**src/rtl/beam_pulse_rx.sv**
```systemverilog
// beam_pulse_rx: beam pulse receiver and monitor.
//
// Recovers the centroid of each one- or two-sample beam pulse in units of
// 1/phase_step cycle. It reports the scaled centroid-to-centroid interval,
// counts completed pulses and flags amplitude errors.
//
// Optional feature macro: BEAM_PULSE_RX_CHECK_EN enables the amplitude check.
// When it is undefined, amp_err is tied low and the second sample is taken raw.
//
// Ports:
//   clk          system clock
//   reset_n      asynchronous active-low reset (deassertion synchronized here)
//   ena          state-advance qualifier; no state changes while low
//   clear        ena-qualified synchronous clear of count, amp_err and history
//   pulse        12-bit beam pulse sample stream
//   phase_step   expected integrated pulse amplitude
//   period       scaled centroid interval, cycles x phase_step
//   period_valid one-clk strobe when period is updated
//   period_sat   period was computed from a saturated accumulator
//   pulse_count  completed pulses since reset/clear (wraps)
//   amp_err      sticky amplitude-error flag
module beam_pulse_rx #(
  parameter int PW = 20,
  parameter int CW = 16
) (
  input  logic          clk,
  input  logic          reset_n,
  input  logic          ena,
  input  logic          clear,
  input  logic [11:0]   pulse,
  input  logic [11:0]   phase_step,
  output logic [PW-1:0] period,
  output logic          period_valid,
  output logic          period_sat,
  output logic [CW-1:0] pulse_count,
  output logic          amp_err
);

  typedef enum logic [0:0] {
    ST_IDLE   = 1'b0,
    ST_SECOND = 1'b1
  } state_t;

  localparam logic [PW-1:0] ACC_MAX = {PW{1'b1}};

`ifdef BEAM_PULSE_RX_CHECK_EN
  // Two-sample pulse amplitude check; 13-bit sum so that no carry is lost.
  function automatic logic amp_sum_ok(input logic [11:0] a, input logic [11:0] b,
                                      input logic [11:0] step);
    return (({1'b0, a} + {1'b0, b}) == {1'b0, step});
  endfunction
`endif

  logic [1:0]    rst_sync_r;
  logic          rst_int_n_s;
  state_t        state_r, next_raw_s, next_state_s;
  logic [PW-1:0] acc_r, acc_hold_r, start_acc_s, step_ext_s;
  logic [PW:0]   acc_sum_s;
  logic          sat_r, sat_hold_r, start_sat_s;
  logic          start_raw_s, done_raw_s, start_s, done_s;
  logic [11:0]   b_s, b_prev_r;
  logic          hist_r;
  logic [PW-1:0] period_r;
  logic          period_valid_r, period_sat_r;
  logic [CW-1:0] pulse_count_r;
`ifdef BEAM_PULSE_RX_CHECK_EN
  logic [11:0]   a_r;
  logic          amp_hit_raw_s, amp_hit_s, amp_err_r;
`endif

  // Reset synchronizer: assertion is immediate, deassertion after two clk edges.
  always_ff @(posedge clk or negedge reset_n) begin
    if (!reset_n) begin
      rst_sync_r <= 2'b00;
    end else begin
      rst_sync_r <= {rst_sync_r[0], 1'b1};
    end
  end
  assign rst_int_n_s = rst_sync_r[1];

  assign step_ext_s = PW'(phase_step);
  assign acc_sum_s  = {1'b0, acc_r} + {1'b0, step_ext_s};

  // Pulse recognition: decides pulse start, completion and the b term.
  always_comb begin
    next_raw_s  = state_r;
    start_raw_s = 1'b0;
    done_raw_s  = 1'b0;
    b_s         = 12'd0;
    start_acc_s = acc_r;
    start_sat_s = sat_r;
`ifdef BEAM_PULSE_RX_CHECK_EN
    amp_hit_raw_s = 1'b0;
`endif
    case (state_r)
      ST_IDLE: begin
        if (pulse != 12'd0) begin
          start_raw_s = 1'b1;
          // Oversize first samples are folded into single-sample pulses.
          if (pulse >= phase_step) begin
            done_raw_s = 1'b1;
`ifdef BEAM_PULSE_RX_CHECK_EN
            amp_hit_raw_s = (pulse != phase_step);
`endif
          end else begin
            next_raw_s = ST_SECOND;
          end
        end else begin
          next_raw_s = ST_IDLE;
        end
      end
      ST_SECOND: begin
        // The accumulator was reloaded at the first sample, so use the
        // value captured at that cycle.
        done_raw_s  = 1'b1;
        next_raw_s  = ST_IDLE;
        start_acc_s = acc_hold_r;
        start_sat_s = sat_hold_r;
`ifdef BEAM_PULSE_RX_CHECK_EN
        if (pulse == 12'd0) begin
          b_s           = phase_step - a_r;
          amp_hit_raw_s = 1'b1;
        end else begin
          b_s           = pulse;
          amp_hit_raw_s = !amp_sum_ok(a_r, pulse, phase_step);
        end
`else
        b_s = pulse;
`endif
      end
      default: begin
        next_raw_s = ST_IDLE;
      end
    endcase
  end

  // clear wins over any event in the same ena cycle.
  assign next_state_s = clear ? ST_IDLE : next_raw_s;
  assign start_s      = start_raw_s & ~clear;
  assign done_s       = done_raw_s & ~clear;
`ifdef BEAM_PULSE_RX_CHECK_EN
  assign amp_hit_s    = amp_hit_raw_s & ~clear;
`endif

  // FSM state register.
  always_ff @(posedge clk or negedge rst_int_n_s) begin
    if (!rst_int_n_s) begin
      state_r <= ST_IDLE;
    end else if (ena) begin
      state_r <= next_state_s;
    end else begin
      state_r <= state_r;
    end
  end

  // Interval accumulator: reloads at each pulse start and saturates at all-ones.
  always_ff @(posedge clk or negedge rst_int_n_s) begin
    if (!rst_int_n_s) begin
      acc_r <= '0;
      sat_r <= 1'b0;
    end else if (ena) begin
      if (clear) begin
        acc_r <= '0;
        sat_r <= 1'b0;
      end else if (start_s) begin
        acc_r <= step_ext_s;
        sat_r <= 1'b0;
      end else if (acc_sum_s > {1'b0, ACC_MAX}) begin
        acc_r <= ACC_MAX;
        sat_r <= 1'b1;
      end else begin
        acc_r <= acc_sum_s[PW-1:0];
      end
    end else begin
      acc_r <= acc_r;
    end
  end

  // Capture of accumulator state and first sample at pulse start.
  always_ff @(posedge clk or negedge rst_int_n_s) begin
    if (!rst_int_n_s) begin
      acc_hold_r <= '0;
      sat_hold_r <= 1'b0;
`ifdef BEAM_PULSE_RX_CHECK_EN
      a_r        <= 12'd0;
`endif
    end else if (ena && start_s) begin
      acc_hold_r <= acc_r;
      sat_hold_r <= sat_r;
`ifdef BEAM_PULSE_RX_CHECK_EN
      a_r        <= pulse;
`endif
    end else begin
      acc_hold_r <= acc_hold_r;
    end
  end

  // Result registers: period/strobe, history, pulse counter.
  always_ff @(posedge clk or negedge rst_int_n_s) begin
    if (!rst_int_n_s) begin
      period_r       <= '0;
      period_valid_r <= 1'b0;
      period_sat_r   <= 1'b0;
      pulse_count_r  <= '0;
      b_prev_r       <= 12'd0;
      hist_r         <= 1'b0;
    end else begin
      // The strobe lasts one clk no matter how sparse ena is.
      period_valid_r <= 1'b0;
      if (ena && clear) begin
        period_r      <= '0;
        period_sat_r  <= 1'b0;
        pulse_count_r <= '0;
        b_prev_r      <= 12'd0;
        hist_r        <= 1'b0;
      end else if (ena && done_s) begin
        pulse_count_r <= pulse_count_r + CW'(1);
        b_prev_r      <= b_s;
        hist_r        <= 1'b1;
        if (hist_r) begin
          period_r       <= start_acc_s + PW'(b_s) - PW'(b_prev_r);
          period_sat_r   <= start_sat_s;
          period_valid_r <= 1'b1;
        end else begin
          period_r <= period_r;
        end
      end else begin
        period_r <= period_r;
      end
    end
  end

`ifdef BEAM_PULSE_RX_CHECK_EN
  // Sticky amplitude error flag.
  always_ff @(posedge clk or negedge rst_int_n_s) begin
    if (!rst_int_n_s) begin
      amp_err_r <= 1'b0;
    end else if (ena && clear) begin
      amp_err_r <= 1'b0;
    end else if (ena && done_s && amp_hit_s) begin
      amp_err_r <= 1'b1;
    end else begin
      amp_err_r <= amp_err_r;
    end
  end
  assign amp_err = amp_err_r;
`else
  assign amp_err = 1'b0;
`endif

  assign period       = period_r;
  assign period_valid = period_valid_r;
  assign period_sat   = period_sat_r;
  assign pulse_count  = pulse_count_r;

endmodule

```
**config.mk**
```make
export PLATFORM = sky130hd
export DESIGN_NAME = beam_pulse_rx
export DESIGN_NICKNAME = d
export VERILOG_FILES = /design/src/rtl/beam_pulse_rx.sv
export SDC_FILE = /design/constraint.sdc
export NUM_CORES = 1
export LEC_CHECK = 0
export CORE_MARGIN = 5
export CORE_UTILIZATION = 47
export CTS_CLUSTER_SIZE = 30
export DETAILED_ROUTE_END_ITERATION = 12
export DONT_BUFFER_PORTS = 1
export PLACE_DENSITY = 0.71
export SETUP_SLACK_MARGIN = 0.5
export SYNTH_ARGS = -nofsm -noshare
export SYNTH_HDL_FRONTEND = slang
export SYNTH_SLANG_ARGS = --single-unit
export TNS_END_PERCENT = 50
```
**constraint.sdc**
```tcl
create_clock -name clk -period 4.18 [get_ports clk]
set_clock_uncertainty 0.1 [all_clocks]
set_input_delay 1.045 -clock clk [delete_from_list [all_inputs] [get_ports clk]]
set_output_delay 1.045 -clock clk [all_outputs]
set_load 0.01 [all_outputs]
```
==> flow_summary_export.csv <==
group,metric,value,unit
setup_path,startpoint_type,"flip-flop",
cts,clk_path_buf_depth,2,
cts,cts.sinks,96,
routing,first_pass_iters,5,
logic_synthesis,netlist_area,0.00668,mm^2
setup_path,crit_slowest_cell,"dfrtp_2",
power,power_frac_clock,25.5,%
logic_synthesis,synth_warnings,0,
die,die_x,129,um
cts,postCtsSetupBuffers,0,
setup_path,required,4.34,ns
setup_path,reg2reg_slack,0.64,ns
logic_synthesis,synth-async-reset-ratio,100,%
power,max-vdd-ir-drop,283,uV
worst_hold_path,worstHoldStart,"rst_sync_r[0]",
routing,viasPerCell,6.05,
placed_design,gp_congestion,0.921,
cts,cts_tree,"built",
logic_synthesis,ys_seq_elements,96,
global_routing,antenna_found_initial,0,
layout,layout-drive-gt1-share,8.85,%
setup_path,crit_arrival,3.70,ns
sta,finalCritPeriodShare,84.7,%
routing,wire_per_inst,18.2,um
logic_synthesis,synth_cells,724,
layout,antenna_cells,0,
cts,cts_buffers,9,
setup_path,path_cells,"buf_4 -> mux2i_1 -> fa_1 -> inv_1 -> ha_1 -> a211o_1 -> a211o_1 -> o2111ai_1 -> a21oi_1 -> and3_1 -> nor3_1",
placed_design,dp_hpwl,12700,um
cts,postCtsHoldBufs,0,
setup_path,cp_slowest_stage_delay,0.56,ns
sta,drv_slew,0,
cts,cts_resized,1,
worst_hold_path,worst_hold_path_type,"flip-flop to flip-flop",
cts,path_clk_slew,0.07,ns
die,rows,43,
die,die_y,129,um
die,core-area,0.0139,mm^2
setup_path,critPathKind,"flip-flop to flip-flop",
power,switching_share,37.5,%
sta,rsz0062_at_grt,"true",
cts,clock-root-buffer,"clkbuf_16",
sta,max_freq,0.283,GHz
die,start_util,47.9,%
job,cap_viol_max_count,0,
run_status,status,"finished, final reports clean",
sta,finalHoldViolations,0,
global_routing,grt_max_degree,69,
worst_hold_path,holdPathEnd,"rst_sync_r[1]",
setup_path,reg2reg_from,"state_r",
logic_synthesis,synth-main-ff-cell,"dfrtp_1",
setup_path,startpoint,"state_r",
logic_synthesis,synth_edf_count,0,
power,pwr-share-seq,35.2,%
power,p_leak,0.00341,uW
setup_path,path_max_fanout,16,
routing,post-route-drc-count,0,
routing,drtIter0Drc,467,
sta,max_slew_margin,40.4,%
global_routing,overflow,0,
routing,vias,5462,
setup_path,timing.rr.end,"period[15]",
placed_design,io_buffers,0,
sta,setup_viol,0,
global_routing,grt_pass1_vias,5483,
die,dieArea,0.0167,mm^2
sta,fin_crit,3.54,ns
sta,worst_pin_slew,0.893,ns
sta,setup_tns,0,ns
setup_path,crit_path_end_kind,"flip-flop",
routing,wl,16500,um
logic_synthesis,synth_cell_types,72,
logic_synthesis,synth_nets,810,
setup_path,r2r_cells,11,
layout,nFillCells,1235,
die,num_io_pins,67,
power,power_density,463,mW/mm^2
power,p_sw,1240,uW
setup_path,cpMostUsedCell,"a211o_1",
layout,nNetsFinal,804,
power,p_int,2070,uW
power,combPwrFrac,39.3,%
cts,h-tree-depth,3,
layout,syn_to_final_growth,7.19,%
power,total_power,3320,uW
global_routing,grt_pass1_wl,27300,um
cts,clk_latency,0.35,ns
routing,antenna_left,0,
worst_hold_path,min_path_cells,0,
global_routing,track_usage,20.2,%
logic_synthesis,yosysSeqAreaShare,36.0,%
logic_synthesis,syn_area_per_cell,9.23,um^2
[cells by family after synthesis]
family                   Yosys count  share of synthesized area [%]
AO/OA/AOI/OAI                    197                           20.1
XOR/XNOR                          26                           3.41
adder cells (fa/ha/maj)           58                           12.3
buffers and inverters             89                           5.47
flip-flops                        96                           36.0
multiplexers                      44                           7.02
other                              2                          0.112
AND/OR/NAND/NOR                  212                           15.6
[Yosys cell counts, drive strengths merged (3+ instances only)]
cell type  instances  share of area (%)
dfrtp             96                 36
inv               62                3.5
nand2             59                3.4
a21oi             52                4.0
ha                45                8.4
nor2              42                2.4
o21ai             39                2.9
nand3             38                2.8
mux2              23                3.9
mux2i             21                3.1
nor3              21                1.6
a22o              15                2.0
and3              15                1.4
buf               14                1.3
xor2              14                1.8
a21o              13                1.5
fa                13                3.9
clkbuf            12               0.67
xnor2             12                1.6
o21a              11                1.2
o2bb2ai           10                1.3
nand4              7               0.66
a211oi             6               0.67
o211ai             6               0.75
a211o              5               0.66
a41oi              5               0.66
and2               5               0.47
nand2b             5               0.47
a21boi             4               0.45
nor2b              4               0.37
nor4               4               0.66
or3                4               0.37
a221o              3               0.45
a31o               3               0.39
nor3b              3               0.34
o2111ai            3               0.39
o31ai              3               0.34
[sequential cells by signal (all words and copies together), names as in the netlist]
signal        cells
acc_hold_r       20
acc_r            20
b_prev_r         12
hist_r            1
period           20
period_sat        1
period_valid      1
pulse_count      16
rst_sync_r        2
sat_hold_r        1
sat_r             1
state_r           1
[per-layer routing]
| layer | routed length (um) | up-vias | track usage, % |
|---|---|---|---|
| met2 | 7650 | 190 | 33.0 |
| met5 | 0 | - | 0 |
| met1 | 7150 | 2634 | 26.5 |
| met3 | 1250 | 31 | 3.79 |
| met4 | 414 | 0 | 8.34 |
| li1 | - | 2607 | - |
[worst max-delay path by stage]
stage / to / slack (ns)
floorplan: period[18] / 0.52
global placement: period[18] / 0.45
detailed placement: period[18] / 0.44
CTS: period[15] / 0.66
global route: period[15] / 0.50
finish: period[15] / 0.64
[cell type report]
type                       count  area (um^2)  share of cell area (%)
clock buffer                  10          239                    3.34
clock inverter                 6         68.8                   0.961
inverter                      63          236                    3.30
multi-input combinational    539         3920                    54.7
sequential                    96         2410                    33.6
tap                          180          225                    3.14
timing repair buffer           9         67.6                   0.943
[cell usage in the layout (no fill, tap or decap), types with 4 or more instances in the layout]
cell type	count
a211o_1	5
a211oi_1	6
a21o_1	13
a21oi_1	51
a22o_1	15
a41oi_1	5
and2_1	4
and3_1	15
buf_4	9
clkbuf_16	9
dfrtp_1	94
fa_1	13
ha_1	45
inv_1	61
mux2_2	23
mux2i_1	21
nand2_1	58
nand2b_1	5
nand3_1	38
nand4_1	7
nor2_1	41
nor2b_1	4
nor3_1	20
o211ai_1	5
o21a_1	11
o21ai_0	27
o21ai_1	12
o2bb2ai_1	10
or3_1	4
xnor2_1	12
xor2_1	14
[worst max-delay path, delay by kind of cell, from the launching register on]
family / cells / cell delay [ns]
muxes: 1 / 0.26
and+or+nand+nor: 2 / 0.38
AOI/OAI and AO/OA: 4 / 1.10
DFF: 1 / 0.56
buffers and inverters: 2 / 0.31
adders and majority gates: 2 / 0.73
[power groups by stage]
stage,clock [uW],sequential [uW],combinational (uW)
floorplan,0,1150,1020
global placement,0,1180,1250
detailed placement,0,1190,1280
CTS,860,1170,1290
global route,887,1190,1470
finish,848,1170,1300
[per-stage QoR]
| step | util [%] | setup WS, ns | hold WS, ns | instance area [um^2] | instances |
|---|---|---|---|---|---|
| after floorplan | - | 0.521 | 0.231 | 6680 | 724 |
| after global placement | 49.2 | 0.445 | 0.238 | 6850 | 887 |
| after detailed placement | 49.2 | 0.437 | 0.237 | 6850 | 887 |
| after CTS | 51.4 | 0.659 | 0.252 | 7160 | 903 |
| after global routing | 51.4 | 0.499 | 0.256 | 7160 | 903 |
| final | 51.4 | 0.642 | 0.252 | 7160 | 903 |
(Power assumes the default switching activity.)
==> RTL edit 1: new RTL, same settings <==
`PW`: 20 -> 40.
--- a/src/rtl/beam_pulse_rx.sv
+++ b/src/rtl/beam_pulse_rx.sv
@@ -21,5 +21,5 @@
 //   amp_err      sticky amplitude-error flag
 module beam_pulse_rx #(
-  parameter int PW = 20,
+  parameter int PW = 40,
   parameter int CW = 16
 ) (
Interface: changed (resized period); port bits go from 67 to 87. The function was not compared with the original's and may differ.
==> RTL edit 1 against the original RTL <==
Routed wire length increased by 64%; count of clock-buffer cells in the layout increased by 9; sequential share of layout area decreased by 0.94 points; combinational power increased by 64%; area after synthesis increased by 57%; worst setup slack got worse by 0.20 ns; total power increased by 67%; sequential cell count increased by 60; clock power increased by 82%; cell area increased by 67%; critical path type unchanged; highest routed layer unchanged.
==> RTL edit 1: results (changes against the original RTL) <==
qor: status.outcome finished, final reports clean
qor: final_layout.buf_share 0.0430 [+0.0335]
qor: clocking.clock_latency 0.44 ns [+0.09 ns]
qor: routing.drt_iter0_drc 636 [+36%]
qor: placement.half_perimeter_wire_length_after_detailed_placement 19200 microns [+52%]
qor: timing.finalHoldWorstSlack 0.193 ns [-0.0587 ns]
qor: final_layout.flops_and_latches 156 [+63%]
qor: logic_synthesis.postSynthCellCount 1148 [+59%]
qor: clocking.cts_inserted_buffers 17 [+8]
qor: global_routing.groute.usage.overall 0.208 [+0.00635]
qor: logic_synthesis.synth.distinct_cells 76 [+5.6%]
qor: routing.drt_first_pass_iters 6 [+1]
qor: final_layout.drive_gt1_frac 0.156 [+0.0672]
qor: final_layout.n_all_inverters 98 [+56%]
qor: hold_path.worstHoldPathType in2async
qor: clocking.htreeDepth 4 [+1]
qor: routing.routedLengthMet1 12500 microns [+75%]
qor: routing.wl_per_cell 18.4 microns [+0.75%]
qor: routing.routed_wl 27000 microns [+64%]
qor: final_layout.n_all_buffers 62 [+53]
qor: pwr.vdd.ir_drop.worst 0.220 mV [-22%]
qor: setup_path.crit_path_end period[34]$_DFFE_PN0P_
qor: routing.via_count 8750 [+60%]
qor: final_layout.seqCellArea 0.00391 sq mm [+62%]
qor: setup_path.crit_arrival 3.94 ns [+0.24 ns]
qor: final_layout.fillerInstances 1945 [+57%]
qor: logic_synthesis.ys_top_cells_by_area sky130_fd_sc_hd__dfrtp_1 37%, sky130_fd_sc_hd__ha_1 7.7%, sky130_fd_sc_hd__o21ai_0 5.6%
qor: logic_synthesis.synth-seq-area-share 0.371 [+0.0119]
qor: setup_path.cp_max_fo 4 [-12]
qor: final_layout.n_clock_buffer 19 [+9]
RTL edit 1: cell families after synthesis:
group,Yosys count,synth area share
other cells,2,0.000715
mux,79,0.0801
compound gates,339,0.209
flops,156,0.371
fa+ha+maj,78,0.102
buf+inv,152,0.0570
simple gates,297,0.142
xor+xnor,45,0.0375
RTL edit 1: worst max-delay path: stages, from the launching register on:
cell and delay, ns:
sky130_fd_sc_hd__dfrtp_4 0.52, sky130_fd_sc_hd__buf_12 0.15, sky130_fd_sc_hd__mux2i_2 0.17, sky130_fd_sc_hd__fa_1 0.53
sky130_fd_sc_hd__inv_2 0.05, sky130_fd_sc_hd__ha_4 0.27, sky130_fd_sc_hd__nand2_2 0.06, sky130_fd_sc_hd__o211ai_1 0.31
sky130_fd_sc_hd__nand4_1 0.25, sky130_fd_sc_hd__a2111oi_4 0.45, sky130_fd_sc_hd__nor3_1 0.08, sky130_fd_sc_hd__a211o_1 0.30
sky130_fd_sc_hd__o21ai_2 0.17, sky130_fd_sc_hd__xnor2_1 0.13, sky130_fd_sc_hd__o21ai_1 0.07
RTL edit 1: stage by stage:
stage | area [sq um] | util
floorplan | 10500 | -
global placement | 11000 | 0.504
detailed placement | 11000 | 0.504
CTS | 11900 | 0.542
global route | 12000 | 0.547
finish | 12000 | 0.547
RTL edit 1: power by group:
part	switching (uW)	total, uW	internal, uW
Sequential	205	1880	1670
Clock	686	1540	851
Combinational	1120	2130	1010
Total	2010	5540	3530
RTL edit 1: routing by layer:
layer | track usage | vias up
met4 | 0.0601 | 0
met1 | 0.292 | 4297
li1 | - | 4197
met3 | 0.0352 | 33
met2 | 0.334 | 223
met5 | 0 | -
RTL edit 1: what timing repair did:
item,in CTS,in global routing
pin swaps,17,8
setup endpoints to repair,22,22
hold buffers,0,0
buffers inserted,9,5
gates resized for setup,31,17
cloned,0,0
==> RTL edit 2: new RTL, same settings <==
Without the edit above. Put one more register stage on the output `pulse_count`, with the module's reset. The value now appears one clock later. The other outputs are not delayed to match.
--- a/src/rtl/beam_pulse_rx.sv
+++ b/src/rtl/beam_pulse_rx.sv
@@ -252,5 +252,11 @@
   assign period_valid = period_valid_r;
   assign period_sat   = period_sat_r;
-  assign pulse_count  = pulse_count_r;
+  always_ff @(posedge clk or negedge reset_n) begin
+    if (!reset_n) begin
+      pulse_count <= '0;
+    end else begin
+      pulse_count <= pulse_count_r;
+    end
+  end
 
 endmodule
Behaviour: not the same (a bounded check fails within 4 cycles, from zero or initial values and one cycle with reset_n low).
==> RTL edit 2 against the original RTL <==
Non-clock buffer count rose by 3; total power up 0.43%; sequential power is 15% higher; clock power rose by 3.4%; sequential cell count increased by 16; cell area rose by 4.6%; area after synthesis rose by 4.6%; routed wire length fell by 2.7%; register-to-register slack better by 0.02 ns; cell count is 1.4% higher; via count shrank 2.5%; combinational power shrank 14%; worst setup slack worse by 0.021 ns; largest power group is now registers.
==> RTL edit 2: results (changes against the original RTL) <==
qor: global_routing.groute.usage.overall 0.185 [-0.0169]
qor: timing.final.setup.worst_slack 0.621 ns [-0.0208 ns]
qor: final_layout.layout.clock.cell_area_share 0.0404 [-0.00256]
qor: final_layout.finalInstanceArea 0.00749 sq mm [+4.6%]
qor: final_layout.fin_nets 813 [+1.1%]
qor: logic_synthesis.synth-seq-area-share 0.401 [+0.0413]
qor: global_routing.global_route.usage.met3 0.0656 [+0.0277]
qor: placement.dpl_cell_area 0.00716 sq mm [+4.4%]
qor: final_layout.n_clock_buffer 9 [-1]
qor: logic_synthesis.ys_top_cells_by_area sky130_fd_sc_hd__dfrtp_1 40%, sky130_fd_sc_hd__ha_1 8.1%, sky130_fd_sc_hd__nand2_1 4.1%
qor: setup_path.critical-path-max-stage-delay 0.48 ns [-0.08 ns]
qor: setup_path.cp_slowest_cell sky130_fd_sc_hd__fa_1
qor: routing.drt_first_pass_iters 4 [-1]
qor: logic_synthesis.synth-xor-area-share 0.0288 [-0.00527]
qor: setup_path.crit_path_end period[18]$_DFFE_PN0P_
qor: status.outcome finished, final reports clean
qor: final_layout.n_all_buffers 12 [+3]
qor: final_layout.seqCellArea 0.00281 sq mm [+17%]
qor: timing.finalHoldWorstSlack 0.257 ns [+0.00506 ns]
qor: routing.routed_wl 16000 microns [-2.7%]
qor: routing.routedLengthMet1 7090 microns [-0.83%]
qor: logic_synthesis.synth.cells.most_frequent 112 x sky130_fd_sc_hd__dfrtp_1, 77 x sky130_fd_sc_hd__nand2_1, 65 x sky130_fd_sc_hd__inv_1, 45 x sky130_fd_sc_hd__a21oi_1, 45 x sky130_fd_sc_hd__ha_1
qor: final_layout.nMultiInputCombCells 527 [-2.2%]
qor: routing.wl_per_cell 17.5 microns [-4.1%]
qor: global_routing.groute.layer.met2.usage 0.287 [-0.0424]
qor: placement.dpl.cell_count 897 [+1.1%]
qor: logic_synthesis.synth.distinct_cells 63 [-13%]
qor: global_routing.grt_pass1_wl 26500 microns [-2.9%]
qor: setup_path.cp_max_fo 4 [-12]
qor: final_layout.fillerInstances 1298 [+5.1%]
## RTL edit 2: cell count changes after synthesis, moves of 5 or more
| cell | change |
|---|---|
| sky130_fd_sc_hd__o2bb2ai_1 | -7 |
| sky130_fd_sc_hd__o21ai_1 | -10 |
| sky130_fd_sc_hd__nor4_1 | +5 |
| sky130_fd_sc_hd__o21ai_0 | +13 |
| sky130_fd_sc_hd__xor2_1 | -8 |
| sky130_fd_sc_hd__dfrtp_1 | +16 |
| sky130_fd_sc_hd__xnor2_1 | +5 |
| sky130_fd_sc_hd__a21oi_1 | -6 |
| sky130_fd_sc_hd__nand4_1 | -6 |
| sky130_fd_sc_hd__nand3_1 | -14 |
| sky130_fd_sc_hd__clkbuf_1 | +6 |
| sky130_fd_sc_hd__o22ai_1 | +12 |
| sky130_fd_sc_hd__nand2_1 | +19 |
| sky130_fd_sc_hd__nor2_1 | -9 |
## RTL edit 2: power breakdown
part           switching, uW  internal (uW)  total [uW]
sequential               134           1200        1340
clock                    406            471         877
combinational            628            492        1120
total                   1170           2160        3330
